**src/rtl/id_ex_stage_reg.sv**
```systemverilog
// ID/EX pipeline register.
// Carries the decode control word and datapath into EX, detects load-use
// hazards against the instruction already in EX, and drives the fetch/decode
// stall and decode flush. Load-use bubbles are counted in a saturating counter.
`timescale 1ns/1ps
module id_ex_stage_reg #(
  parameter int XLEN  = 32,
  parameter int CNT_W = 16
) (
  input  logic            i_clk,
  input  logic            i_rst_n,
  input  logic [1:0]      i_result_src,
  input  logic            i_mem_write,
  input  logic            i_reg_write,
  input  logic            i_jmp,
  input  logic            i_branch,
  input  logic [2:0]      i_alu_op,
  input  logic [1:0]      i_alu_src_opa,
  input  logic            i_alu_src_opb,
  input  logic [XLEN-1:0] i_rd1,
  input  logic [XLEN-1:0] i_rd2,
  input  logic [XLEN-1:0] i_pc,
  input  logic [XLEN-1:0] i_pc_plus4,
  input  logic [XLEN-1:0] i_imm_ext,
  input  logic [4:0]      i_rs1,
  input  logic [4:0]      i_rs2,
  input  logic [4:0]      i_rd,
  input  logic [2:0]      i_funct3,
  input  logic            i_funct7b5,
  input  logic            i_ex_pc_src,
  input  logic            i_ex_hold,
  output logic [1:0]      o_result_src,
  output logic            o_mem_write,
  output logic            o_reg_write,
  output logic            o_jmp,
  output logic            o_branch,
  output logic [2:0]      o_alu_op,
  output logic [1:0]      o_alu_src_opa,
  output logic            o_alu_src_opb,
  output logic [XLEN-1:0] o_rd1,
  output logic [XLEN-1:0] o_rd2,
  output logic [XLEN-1:0] o_pc,
  output logic [XLEN-1:0] o_pc_plus4,
  output logic [XLEN-1:0] o_imm_ext,
  output logic [4:0]      o_rs1,
  output logic [4:0]      o_rs2,
  output logic [4:0]      o_rd,
  output logic [2:0]      o_funct3,
  output logic            o_funct7b5,
  output logic            o_valid,
  output logic            o_stall_f,
  output logic            o_stall_d,
  output logic            o_flush_d,
  output logic [CNT_W-1:0] o_bubble_cnt
);

  // Control (12 bits) + five XLEN data words + rs1/rs2/rd (15) + funct3/funct7b5 (4).
  localparam int W = 31 + 5 * XLEN;

  logic [W-1:0] d_word;
  logic [W-1:0] q_word;
  logic         load_use;
  logic         bubble_on_hazard;

  // The decode fields travel as one word so capture, hold and bubble treat
  // every field identically; a bubble is simply the all-zero word.
  assign d_word = {i_result_src, i_mem_write, i_reg_write, i_jmp, i_branch,
                   i_alu_op, i_alu_src_opa, i_alu_src_opb,
                   i_rd1, i_rd2, i_pc, i_pc_plus4, i_imm_ext,
                   i_rs1, i_rs2, i_rd, i_funct3, i_funct7b5};

  assign {o_result_src, o_mem_write, o_reg_write, o_jmp, o_branch,
          o_alu_op, o_alu_src_opa, o_alu_src_opb,
          o_rd1, o_rd2, o_pc, o_pc_plus4, o_imm_ext,
          o_rs1, o_rs2, o_rd, o_funct3, o_funct7b5} = q_word;

  // A load in EX whose destination is read by the decode instruction.
  // rs1/rs2 are compared regardless of instruction format: a false stall costs
  // one cycle, a missed one corrupts data.
  assign load_use = o_valid & (o_result_src == 2'b01) & (o_rd != 5'd0) &
                    ((o_rd == i_rs1) | (o_rd == i_rs2));

  // Handshake with IF/ID: o_stall_d=1 means decode must present the same
  // instruction again next cycle (it was not taken); o_flush_d=1 means the
  // decode instruction is on a wrong path and IF/ID must become a bubble.
  // A flush overrides any stall so the redirected fetch is never held back.
  assign o_stall_f = (load_use | i_ex_hold) & ~i_ex_pc_src;
  assign o_stall_d = (load_use | i_ex_hold) & ~i_ex_pc_src;
  assign o_flush_d = i_ex_pc_src;

  // A counted bubble is one inserted because of a load-use, not a flush.
  assign bubble_on_hazard = ~i_ex_pc_src & ~i_ex_hold & load_use;

  // Pipeline register: flush, then hold, then load-use bubble, then capture.
  always_ff @(posedge i_clk or negedge i_rst_n) begin
    if (!i_rst_n) begin
      q_word  <= '0;
      o_valid <= 1'b0;
    end else if (i_ex_pc_src) begin
      q_word  <= '0;
      o_valid <= 1'b0;
    end else if (i_ex_hold) begin
      q_word  <= q_word;
      o_valid <= o_valid;
    end else if (load_use) begin
      q_word  <= '0;
      o_valid <= 1'b0;
    end else begin
      q_word  <= d_word;
      o_valid <= 1'b1;
    end
  end

  // Saturating count of load-use bubbles.
  always_ff @(posedge i_clk or negedge i_rst_n) begin
    if (!i_rst_n) begin
      o_bubble_cnt <= '0;
    end else if (bubble_on_hazard && (o_bubble_cnt != {CNT_W{1'b1}})) begin
      o_bubble_cnt <= o_bubble_cnt + CNT_W'(1);
    end
  end

endmodule

```
**config.mk**
```make
export PLATFORM = sky130hd
export DESIGN_NAME = id_ex_stage_reg
export DESIGN_NICKNAME = d
export VERILOG_FILES = /design/src/rtl/id_ex_stage_reg.sv
export SDC_FILE = /design/constraint.sdc
export NUM_CORES = 1
export LEC_CHECK = 0
export ABC_AREA = 1
export CORE_AREA = 2 2 156 158
export DETAILED_ROUTE_END_ITERATION = 7
export DIE_AREA = 0 0 158 160
export GPL_ROUTABILITY_DRIVEN = 0
export GPL_TIMING_DRIVEN = 0
export MAX_ROUTING_LAYER = met4
export PLACE_DENSITY = 0.75
export SETUP_SLACK_MARGIN = 0.4
export SYNTH_ARGS = -nofsm -noshare
export SYNTH_HDL_FRONTEND = slang
export SYNTH_SLANG_ARGS = --single-unit
export TNS_END_PERCENT = 100
```
**constraint.sdc**
```tcl
create_clock -name i_clk -period 3 [get_ports i_clk]
set_clock_uncertainty 0.2 [all_clocks]
set_input_delay 0.9 -clock i_clk [delete_from_list [all_inputs] [get_ports i_clk]]
set_output_delay 0.9 -clock i_clk [all_outputs]
set_load 0.005 [all_outputs]
```
==> flow_summary.yaml <==
run_status:
  status: "finished with violations"
  failed_checks: "setup timing"
detailed_routing:
  antenna_left: 0
  wl_per_cell_um: 17.96
  drc_errors: 0
  drt_iter0_markers: 716
  routed_wl_um: 32510
  vias: 9213
  viasPerCell: 5.090
  drt_pass1_iterations: 5
synth:
  synth_top_area_cell: "dfrtp_1"
  synth_mux_area_share_pct: 0
  synth_fa_ha_area_share_pct: 0.1368
  yosys.area_share.xor_xnor_pct: 1.532
  synth.most_common_cell: "nand3_1"
  yosys.area_share.simple_pct: 34.30
  synth_edf_count: 0
  synth_nets: 1215
  synth_warnings: 0
  synth_common_cells: "nand3_1 (376), nand2_1 (241), dfrtp_1 (208)"
  synthArstFlopShare_pct: 100.0
  avgSynthCellArea_um2: 8.977
  synth_cell_types: 28
  syn_area_um2: 9148
  synthCells: 1019
  synth-seq-area-share_pct: 56.90
  synth.area.top_cells: "dfrtp_1 (57%), nand3_1 (21%), nand2_1 (9.9%)"
  ys_ff_latch: 208
  synth_top_family_by_area: "simple AND/OR/NAND/NOR gates"
  synth_ff_type: "dfrtp_1"
  synthDominantCellAreaShare_pct: 56.90
  synth_compound_area_share_pct: 0.8207
global_route:
  grt_use_met2_pct: 40.34
  grt_pass1_wl_um: 49590
  globalRouteOverflowTotal: 0
  gr-usage-met1_pct: 33.59
  track_usage_pct: 25.67
  top_usage_layer: "met2"
  grt_max_degree: 113
  grt_pass1_vias: 8822
  grt_antenna_before_repair: 0
  gr-usage-met3_pct: 5.536
die:
  die_w_um: 158
  rows: 57
  fp.dieArea_um2: 25280
  core_area_um2: 23820
  io_pins: 406
  die-height_um: 160
  initial_core_util_pct: 38.40
cts:
  h-tree-depth: 1
  cts-buffers-inserted: 24
  clk_pin_slew_ps: 60
  cts-root-buf: "clkbuf_16"
  cts_tree: "built"
  cts_buffer_depth: 3
  clock-sinks: 208
  hold_buffers: 0
  clk_latency_ps: 510
finish:
  synthToLayoutAreaGrowth_pct: 60.53
  final_cells: 1810
  nets: 1667
  seq_area_um2: 5219
  num-fill-cells: 2025
  multi_input_area_um2: 3463
  antenna_cells: 0
  fin_util_pct: 61.65
  drive_gt1_share_pct: 12.25
critical_path:
  end_kind: "primary output"
  criticalPathCategory: "input pin to primary output"
  critical_path.top_delay_family: "simple AND/OR/NAND/NOR gates"
  r2r-end: "o_bubble_cnt[4]"
  cp.arrival_ps: 2070
  cp_slowest_cell: "o21ai_4"
  startpoint_type: "input pin"
  cpPeakStageDelay_ps: 200
  regToRegSetupSlack_ps: 810
  critPathRequiredTime_ps: 1900
  worstReg2RegStart: "o_bubble_cnt[0]"
  critPathBufInv: 5
  reg2regPathDepth: 10
  crit_fanout: 2
  cp_cell_sequence: "buf_2, inv_1, nand2_1, nand2_1, nor2_2, nand3_2, nand2_4, nand2_8, buf_8, o21ai_4, buf_6, buf_6"
sta:
  finalSetupViolations: 2
  hold_viol_final: 0
  rsz0062_at_grt: "yes"
  maxSlewViolCount: 0
  fin_crit_sh_pct: 105.5
  tightest_slew_ps: 803.3
  fin_crit_ps: 3166
  max_clock_freq_ghz: 0.3158
  finalWorstSetupSlack_ps: -166.1
  slew_headroom_pct: 46.45
hold_path:
  hp-class: "input pin to async pin"
placement:
  dp_hpwl_um: 23470
  dp_slack_ps: -1409
  numPortBuffers: 404
  dpl.cell_count: 1748
pwr:
  p_leak_uw: 0.007043
  power.density_nw_per_um2: 479.4
  ir_drop_v: 0.0003982
job:
  cap_violations: 0
-- repair_timing --
action	CTS	global route
buffers inserted	10	11
endpoints found under the setup margin	121	15
resized for setup	84	28
pin swaps	19	12
-- routing by layer --
| metal | vias to the layer above | part of all wire [%] |
|---|---|---|
| met5 | - | 0 |
| met4 | 0 | 2.9 |
| met2 | 386 | 48 |
| met3 | 57 | 7.7 |
| li1 | 4326 | - |
| met1 | 4444 | 41 |
-- cell families after synthesis --
family | Yosys count
compound gates | 15
fa+ha+maj | 1
simple gates | 670
flops | 208
xor+xnor | 16
buf+inv | 109
-- worst max-delay path by stage --
stage	from	end	cells past startpoint
floorplan	i_rs2[0]	o_stall_f	10
global placement	i_rst_n	o_bubble_cnt[7]	1
detailed placement	i_ex_pc_src	o_stall_f	7
CTS	i_rs2[2]	o_stall_f	12
global route	q_word[7]	o_stall_f	11
finish	i_rs1[0]	o_stall_f	12
-- through the flow --
| stage | setup TNS, ps | hold WS (ps) | cell area (um^2) | total power (uW) |
|---|---|---|---|---|
| floorplan | 0 | 301.4 | 9168 | 3367 |
| global placement | -1718910 | 291.5 | 13620 | 4105 |
| detailed placement | -37510 | 293.4 | 13650 | 4117 |
| CTS | -175.7 | 234.1 | 14530 | 7075 |
| global route | -411.2 | 224.6 | 14680 | 7311 |
| finish | -287.0 | 179.1 | 14680 | 7039 |
-- power breakdown --
group	leakage, uW	internal, uW	total, uW	switching [uW]
clock	0.000388	1780	2940	1150
sequential	0.00276	2950	3050	92.1
combinational	0.00390	596	1060	462
-- cell type report --
type,count,area share (%)
sequential,208,35.54
timing repair buffer,426,28.71
multi-input combinational,702,23.59
clock buffer,35,4.789
buffer,85,3.442
tap,324,2.761
inverter,24,0.6305
clock inverter,6,0.5453
-- flip-flops by register name (all words and copies together), names as in the netlist --
name and count:
q_word 191, o_bubble_cnt 16, o_valid 1
-- placed cells by master (no fill, tap or decap), types with 2 or more instances in the layout --
| master | synthesis | layout |
|---|---|---|
| clkdlybuf4s50_1 | 0 | 383 |
| nand3_1 | 376 | 376 |
| nand2_1 | 241 | 232 |
| dfrtp_1 | 208 | 197 |
| clkbuf_1 | 40 | 44 |
| nand2_2 | 21 | 29 |
| clkbuf_16 | 0 | 25 |
| buf_4 | 2 | 23 |
| buf_2 | 16 | 22 |
| buf_6 | 16 | 22 |
| o21ai_0 | 14 | 13 |
| inv_2 | 6 | 12 |
| dfrtp_2 | 0 | 11 |
| inv_1 | 17 | 10 |
| xor2_1 | 10 | 10 |
| nor2_1 | 11 | 9 |
| buf_1 | 9 | 9 |
| nor3_1 | 6 | 5 |
| nor2_4 | 1 | 4 |
| nand4_1 | 4 | 4 |
| xnor2_1 | 6 | 4 |
| clkinv_2 | 0 | 4 |
| clkbuf_8 | 0 | 4 |
| dlymetal6s2s_1 | 0 | 4 |
| nand3_2 | 3 | 3 |
| buf_8 | 0 | 3 |
| nor2_2 | 3 | 2 |
| xnor2_2 | 0 | 2 |
| nand2_4 | 2 | 2 |
| clkbuf_4 | 1 | 2 |
| bufinv_16 | 0 | 2 |
| dlygate4sd2_1 | 0 | 2 |
Note: power is estimated with default switching activity, not from simulation.
